===== config.mk =====
export PLATFORM = sky130hd
export DESIGN_NAME = product_accumulator
export DESIGN_NICKNAME = d
export VERILOG_FILES = /design/src/rtl/product_accumulator.sv
export SDC_FILE = /design/constraint.sdc
export NUM_CORES = 1
export LEC_CHECK = 0
export CORE_UTILIZATION = 55
export DETAILED_ROUTE_END_ITERATION = 6
export PLACE_DENSITY_LB_ADDON = 0.05
export SYNTH_ARGS = -nofsm -noshare
export SYNTH_HDL_FRONTEND = slang
export SYNTH_SLANG_ARGS = --single-unit

===== constraint.sdc =====
create_clock -name clk -period 5.5 [get_ports clk]
set_input_delay 1.1 -clock clk [delete_from_list [all_inputs] [get_ports clk]]
set_output_delay 1.1 -clock clk [all_outputs]
set_load 0.1 [all_outputs]

===== src/rtl/product_accumulator.sv =====
// Saturating frame accumulator: sums a programmable number of 16-bit products
// and presents each frame sum on a valid/ready output handshake.
module product_accumulator #(
  parameter int unsigned ACC_W = 20
) (
  input  logic             clk,
  input  logic             reset,
  input  logic [15:0]      prod_in,
  input  logic             prod_valid,
  output logic             prod_ready,
  input  logic [7:0]       frame_len,
  input  logic             clear,
  output logic [ACC_W-1:0] sum_out,
  output logic             sum_valid,
  input  logic             sum_ready,
  output logic             sat
);

  localparam int unsigned SUM_W = ACC_W + 1;
  localparam int unsigned CNT_W = 9;
  localparam logic [ACC_W-1:0] ACC_MAX = {ACC_W{1'b1}};

  typedef enum logic {ACCUM, HOLD} state_e;

  state_e             state_q, state_d;
  logic [ACC_W-1:0]   acc_q, acc_d;
  logic [CNT_W-1:0]   term_cnt_q, term_cnt_d;
  logic [CNT_W-1:0]   len_q, len_d;
  logic [ACC_W-1:0]   sum_out_q, sum_out_d;
  logic               sum_valid_q, sum_valid_d;
  logic               sat_q, sat_d;
  logic               sat_acc_q, sat_acc_d;

  logic               accept;
  logic [CNT_W-1:0]   len_frame;
  logic [CNT_W-1:0]   len_eff;
  logic [SUM_W-1:0]   sum_w;
  logic               ovf;
  logic [ACC_W-1:0]   next_acc;
  logic               last_term;

  // Datapath: one extra bit catches overflow, which is clamped instead of wrapping.
  always_comb begin
    prod_ready = (state_q == ACCUM) && !clear;
    accept     = prod_valid && prod_ready;
    len_frame  = (frame_len == 8'd0) ? 9'd256 : {1'b0, frame_len};
    len_eff    = (term_cnt_q == 9'd0) ? len_frame : len_q;
    sum_w      = {1'b0, acc_q} + SUM_W'(prod_in);
    ovf        = sum_w[ACC_W];
    next_acc   = ovf ? ACC_MAX : sum_w[ACC_W-1:0];
    last_term  = (term_cnt_q == (len_eff - 9'd1));
  end

  // Next-state logic; clear outranks the handshakes.
  always_comb begin
    state_d     = state_q;
    acc_d       = acc_q;
    term_cnt_d  = term_cnt_q;
    len_d       = len_q;
    sum_out_d   = sum_out_q;
    sum_valid_d = sum_valid_q;
    sat_d       = sat_q;
    sat_acc_d   = sat_acc_q;

    if (clear) begin
      state_d     = ACCUM;
      acc_d       = '0;
      term_cnt_d  = '0;
      sat_acc_d   = 1'b0;
      sum_valid_d = 1'b0;
    end else begin
      case (state_q)
        ACCUM: begin
          if (accept) begin
            if (term_cnt_q == 9'd0) len_d = len_frame;
            if (last_term) begin
              sum_out_d   = next_acc;
              sat_d       = sat_acc_q | ovf;
              sum_valid_d = 1'b1;
              state_d     = HOLD;
              acc_d       = '0;
              term_cnt_d  = '0;
              sat_acc_d   = 1'b0;
            end else begin
              acc_d       = next_acc;
              term_cnt_d  = term_cnt_q + 9'd1;
              sat_acc_d   = sat_acc_q | ovf;
            end
          end
        end
        HOLD: begin
          if (sum_valid_q && sum_ready) begin
            sum_valid_d = 1'b0;
            state_d     = ACCUM;
          end
        end
        default: state_d = ACCUM;
      endcase
    end
  end

  always_ff @(posedge clk) begin
    if (reset) begin
      state_q     <= ACCUM;
      acc_q       <= '0;
      term_cnt_q  <= '0;
      len_q       <= '0;
      sum_out_q   <= '0;
      sum_valid_q <= 1'b0;
      sat_q       <= 1'b0;
      sat_acc_q   <= 1'b0;
    end else begin
      state_q     <= state_d;
      acc_q       <= acc_d;
      term_cnt_q  <= term_cnt_d;
      len_q       <= len_d;
      sum_out_q   <= sum_out_d;
      sum_valid_q <= sum_valid_d;
      sat_q       <= sat_d;
      sat_acc_q   <= sat_acc_d;
    end
  end

  assign sum_out   = sum_out_q;
  assign sum_valid = sum_valid_q;
  assign sat       = sat_q;

endmodule


==> results of run 1 <==
-- worst max-delay path, stage by stage, from the launching register on --
cell and delay (ns):
dfxtp_1 0.40, inv_1 0.09, ha_1 0.14, or4b_1 0.58
nor2_2 0.25, buf_4 0.24, mux2i_1 0.41, ha_1 0.41
a31oi_1 0.12, or3_1 0.39, a21oi_1 0.17, o21a_1 0.13
nor4b_4 0.76, buf_4 0.35, or2b_1 0.24, nor2_1 0.10
-- area by class of cell --
cell class / instances / area, µm² / area share
clock buffer: 11 / 151.4 / 0.03390
sequential: 62 / 1241 / 0.2779
clock inverter: 5 / 57.56 / 0.01289
multi-input combinational: 358 / 2296 / 0.5141
tap: 77 / 96.34 / 0.02157
timing repair buffer: 57 / 555.5 / 0.1244
inverter: 18 / 67.56 / 0.01513
-- layout by cell type (no fill, tap or decap), types with 9 or more instances in the layout --
cell and count:
dfxtp_1 62, clkdlybuf4s50_1 51, nor2_1 47, nand2_1 44, a21oi_1 37, o21ai_0 33, ha_1 19, inv_1 18
mux2i_1 16, xnor2_1 15, nand2b_1 13, nand3_1 11, a22o_1 11, clkbuf_8 11, nor3_1 10, xor2_1 9
-- cells in the mapped netlist, types with 4 or more instances --
| cell type | number | share of area |
|---|---|---|
| dfxtp_1 | 62 | 0.34 |
| nor2_1 | 47 | 0.048 |
| nand2_1 | 44 | 0.045 |
| a21oi_1 | 37 | 0.050 |
| o21ai_0 | 33 | 0.045 |
| ha_1 | 19 | 0.064 |
| inv_1 | 18 | 0.018 |
| mux2i_1 | 16 | 0.043 |
| xnor2_1 | 15 | 0.036 |
| nand2b_1 | 13 | 0.022 |
| clkbuf_1 | 12 | 0.012 |
| a22o_1 | 11 | 0.026 |
| nand3_1 | 11 | 0.015 |
| nor3_1 | 11 | 0.015 |
| xor2_1 | 9 | 0.021 |
| and3_1 | 8 | 0.014 |
| o21ai_1 | 8 | 0.011 |
| a211oi_1 | 7 | 0.014 |
| nand4_1 | 6 | 0.010 |
| a31oi_1 | 5 | 0.0085 |
| buf_2 | 5 | 0.0068 |
| o211ai_1 | 5 | 0.010 |
| a21o_1 | 4 | 0.0081 |
| nor2b_1 | 4 | 0.0068 |
| o21a_1 | 4 | 0.0081 |
| or3_1 | 4 | 0.0068 |
-- how the worst max path moves through the flow --
stage | slack [ns] | end | start | cells after the start
2_1_floorplan | 1.58 | sat_acc_q | clear | 8
3_3_place_gp | 0.76 | term_cnt_q[8] | term_cnt_q[1] | 15
3_5_place_dp | 0.62 | term_cnt_q[8] | term_cnt_q[0] | 15
4_1_cts | 0.63 | term_cnt_q[8] | term_cnt_q[0] | 15
5_1_grt | 0.23 | term_cnt_q[8] | term_cnt_q[0] | 15
6_report | 0.58 | term_cnt_q[8] | term_cnt_q[1] | 15
-- cells by family after synthesis --
kind of cell	share of synthesized area
XOR/XNOR	0.05691
buffers and inverters	0.04370
AO/OA/AOI/OAI	0.2182
AND/OR/NAND/NOR	0.2260
adder cells (fa/ha/maj)	0.06978
multiplexers	0.04946
flip-flops	0.3360
-- state kept, by name (all words and copies together) (netlist names) --
name	cells
acc_q	20
sum_out	20
len_q	9
term_cnt_q	9
sat	1
sat_acc_q	1
state_q	1
sum_valid	1
-- layer usage --
layer  share of wire  up-vias  track usage
met1            0.50     1626       0.3978
met3           0.062       12      0.04451
met2            0.42       99       0.4106
met4           0.016        0       0.1144
met5               0        -            0
li1                -     1741            -
-- power by group --
part | total [mW] | switching [mW] | leakage [nW] | internal (mW)
Clock | 0.420 | 0.187 | 0.0976 | 0.233
Combinational | 0.144 | 0.0812 | 1.16 | 0.0629
Sequential | 0.462 | 0.00670 | 0.501 | 0.456
-- through the flow --
stage | std cells | utilization | hold WS (ns) | setup slack, ns | cell area [µm²]
4_1_cts | 588 | 0.6953 | 0.4610 | 0.6348 | 4466
6_report | 588 | 0.6953 | 0.4568 | 0.5825 | 4466
3_5_place_dp | 572 | 0.6628 | 0.4509 | 0.6212 | 4257
5_1_grt | 588 | 0.6953 | 0.4805 | 0.2314 | 4466
3_3_place_gp | 572 | 0.6628 | 0.4395 | 0.7561 | 4257
2_1_floorplan | 458 | - | 0.4291 | 1.580 | 3694
==> reports/qor.csv, run 1 <==
metric,value,unit
status,"complete, but fails checks",
violations,design-rule violations,
syn_inst,458,
num_rows,29,
portBuffers,51,
cp-end-kind,flop,
crit_type,flop to flop,
period_share,0.8941,
clockBufferDepth,2,
drt-total-wl,9307,µm
grt_pass1_wl,15500,µm
synth_ff_type,dfxtp_1,
synth-seq-cells,62,
routed_via_density,5.915,
synth_cell_types,58,
ff2ff_setup_slack,0.58,ns
fin_nets,555,
drv_cap,0,
slew_viol_final,0,
fin_setup_tns,0,ns
rsz0062_at_grt,false,
cts_buffers,9,
diodes,0,
fmax,203.4,MHz
min_period,4.917,ns
synth_edf_count,0,
dr.pass1.iters,6,
hp-class,flop to flop,
path_clk_slew,0.08,ns
yosysSeqAreaShare,0.3360,
area_delta_synth_final,20.90,%
hp-start,acc_q[4],
peakVddDrop,0.1512,mV
wl_per_cell,15.83,µm
holdPathEnd,acc_q[4],
overflow,0,
synth_fp_nets,507,
ant_nets,0,
detailed_place_hpwl,6642,µm
antenna_found_initial,0,
cp-start-kind,flop,
chipWidth,83.95,µm
syn_avg_cell_area,8.065,µm²
gp_congestion,0.8698,
fillers,549,
drcViolationCount,6,
total_power,1.026,mW
async_flop_share,0,
layout-drive-gt1-share,0.06067,
fin_skew,0.01045,ns
whs_path_depth,2,
timing.rr.end,term_cnt_q[8],
cts-htree-levels,3,
worstPathMaxFanout,14,
ys.warnings.count,0,
finalSetupViolations,0,
cts.sinks,62,
core_area,6422,µm²
die_y,83.95,µm
first_global_vias,3232,
cts-root-buf,clkbuf_8,
regToRegStartpoint,term_cnt_q[1],
power.density,229.8,nW/µm²
ctsResizeCount,0,
io_pins,52,
start_util,0.5751,
slew_headroom,0.3430,
global_route.usage.total,0.2771,
cp.arrival,5.16,ns
dieArea,7048,µm²
insertion_delay,0.35,ns
crit_required,5.74,ns
grt_max_degree,35,
drt_iter0_markers,224,
report.final.hold_viol_count,0,
postCtsHoldBufs,0,
r2r_cells,15,
worstMarginPinSlew,0.9824,ns
routed-via-count,3478,
postCtsSetupBuffers,0,
leakagePower,1.755,nW
syn-cell-area,3694,µm²
tritoncts,built,
Note: power is estimated with default switching activity, not from simulation.
==> run 2: changes to the inputs <==
--- a/config.mk
+++ b/config.mk
@@ -6,7 +6,8 @@
 export NUM_CORES = 1
 export LEC_CHECK = 0
-export CORE_UTILIZATION = 55
+export CORE_UTILIZATION = 45
 export DETAILED_ROUTE_END_ITERATION = 6
 export PLACE_DENSITY_LB_ADDON = 0.05
+export SLEW_MARGIN = 20
 export SYNTH_ARGS = -nofsm -noshare
 export SYNTH_HDL_FRONTEND = slang
==> constraint.sdc (replaced) <==
create_clock -name clk -period 5.5 [get_ports clk]
set_input_delay 0.55 -clock clk [delete_from_list [all_inputs] [get_ports clk]]
set_output_delay 0.55 -clock clk [all_outputs]
set_load 0.1 [all_outputs]
==> run 2 against run 1 <==
  * Largest cell class unchanged
  * The run now ends clean
  * Register-to-register slack gained 0.56 ns
  * Worst setup slack gained 0.56 ns
  * Combinational power is essentially flat
  * Clock-buffer cell count shrank 2
  * Hold slack is essentially flat
  * Global-route usage shrank 4.5 points
  * Critical path depth shrank 1
==> reports/qor.csv, run 2 (synthesis gave the netlist of run 1 again) <==
metric,value,unit
status,completed,
path_clk_slew,0.08,ns
drv_cap,0,
portBuffers,51,
cp_common_cell,ha_1,
drt-total-wl,9232,µm
gp_congestion,0.8224,
holdPathEnd,acc_q[4],
worstPathMaxFanout,11,
postCtsSetupBuffers,0,
layout-drive-gt1-share,0.05882,
cp-end-kind,flop,
postCtsHoldBufs,0,
dieArea,8574,µm²
ant_nets,0,
slowest_delay,0.66,ns
diodes,0,
report.final.hold_viol_count,0,
core_area,7848,µm²
timing.rr.end,acc_q[17],
detailed_place_hpwl,6836,µm
cts_buffers,9,
io_pins,52,
slew_viol_final,0,
crit_required,5.79,ns
drt_iter0_markers,114,
hp-start,acc_q[4],
final_common_cell,dfxtp_1,
ctsResizeCount,0,
hold_ws,0.4572,ns
final_cell_mix,"dfxtp_1 (62), clkdlybuf4s50_1 (51), nor2_1 (47), nand2_1 (44), a21oi_1 (37)",
hp-class,flop to flop,
peakVddDrop,0.1705,mV
leakagePower,1.758,nW
min_period,4.362,ns
insertion_delay,0.35,ns
cp.arrival,4.65,ns
ff2ff_setup_slack,1.14,ns
fin_setup_tns,0,ns
period_share,0.7930,
cts.sinks,62,
finalSetupViolations,0,
r2r_cells,14,
cpMaxStageDelayCell,nor2_1,
regToRegStartpoint,term_cnt_q[0],
routed-via-count,3373,
worstMarginPinSlew,0.9801,ns
fin_skew,0.01034,ns
overflow,0,
cp_cell_sequence,inv_1 > ha_1 > or4b_1 > nor2_2 > buf_4 > mux2i_1 > ha_1 > a31oi_1 > or3_1 > and3_1 > o21ai_0 > o41ai_2 > nor2_1 > a22o_1,
grt_max_degree,35,
routed_via_density,5.511,
clockBufferDepth,2,
crit_type,flop to flop,
antenna_found_initial,0,
dr.pass1.iters,4,
cts-root-buf,clkbuf_8,
tritoncts,built,
global_route.usage.total,0.2326,
whs_path_depth,2,
fin_nets,554,
chipWidth,92.60,µm
start_util,0.4707,
total_power,1.058,mW
power.density,235.0,nW/µm²
area_delta_synth_final,21.88,%
die_y,92.60,µm
first_global_vias,3347,
cts-htree-levels,3,
grt_pass1_wl,15780,µm
num_rows,32,
drcViolationCount,0,
fmax,229.3,MHz
slew_headroom,0.3445,
rsz0062_at_grt,false,
wl_per_cell,15.08,µm
cp-start-kind,flop,
[run 2: critical path: cells and delay by family, from the launching register on]
kind / cells / cell delay (ns)
adder cells (fa/ha/maj): 2 / 0.47
AND/OR/NAND/NOR: 5 / 2.16
AO/OA/AOI/OAI: 4 / 0.69
flip-flops: 1 / 0.38
buffers and inverters: 2 / 0.32
multiplexers: 1 / 0.27
[run 2: layout make-up]
cell class	instances	area [µm²]
Tap cell	102	127.6
Clock inverter	7	97.59
Sequential cell	62	1241
Timing Repair Buffer	56	548.0
Multi-Input combinational cell	358	2296
Clock buffer	9	123.9
Fill cell	768	3346
Inverter	18	67.56
[run 2: report_power, final]
| part | switching, mW | internal (mW) |
|---|---|---|
| Combinational | 0.0808 | 0.0626 |
| Sequential | 0.00641 | 0.455 |
| Clock | 0.196 | 0.256 |
| Total | 0.283 | 0.774 |
[run 2: worst max path at each step]
| stage | from | endpoint | slack (ns) | cells after the start |
|---|---|---|---|---|
| 6_report | term_cnt_q[0] | acc_q[17] | 1.14 | 14 |
| 5_1_grt | term_cnt_q[0] | acc_q[2] | 0.72 | 14 |
| 4_1_cts | term_cnt_q[0] | acc_q[3] | 1.12 | 14 |
| 3_5_place_dp | term_cnt_q[0] | acc_q[3] | 1.14 | 14 |
| 3_3_place_gp | term_cnt_q[0] | acc_q[17] | 1.25 | 13 |
| 2_1_floorplan | term_cnt_q[0] | sat_acc_q | 1.65 | 17 |
[run 2: stage by stage]
stage	cells	utilization	area, µm²	worst slack, ns
2_1_floorplan	458	-	3694	1.650
5_1_grt	612	0.5737	4502	0.7224
4_1_cts	612	0.5737	4502	1.121
3_3_place_gp	596	0.5454	4280	1.251
6_report	612	0.5737	4502	1.138
3_5_place_dp	596	0.5454	4280	1.137
[run 2: routing by layer]
metal	share of wire	up-vias	GRT usage
met5	0	-	0
met4	0.017	0	0.08854
li1	-	1736	-
met1	0.46	1566	0.2815
met3	0.037	13	0.05337
met2	0.48	58	0.3981
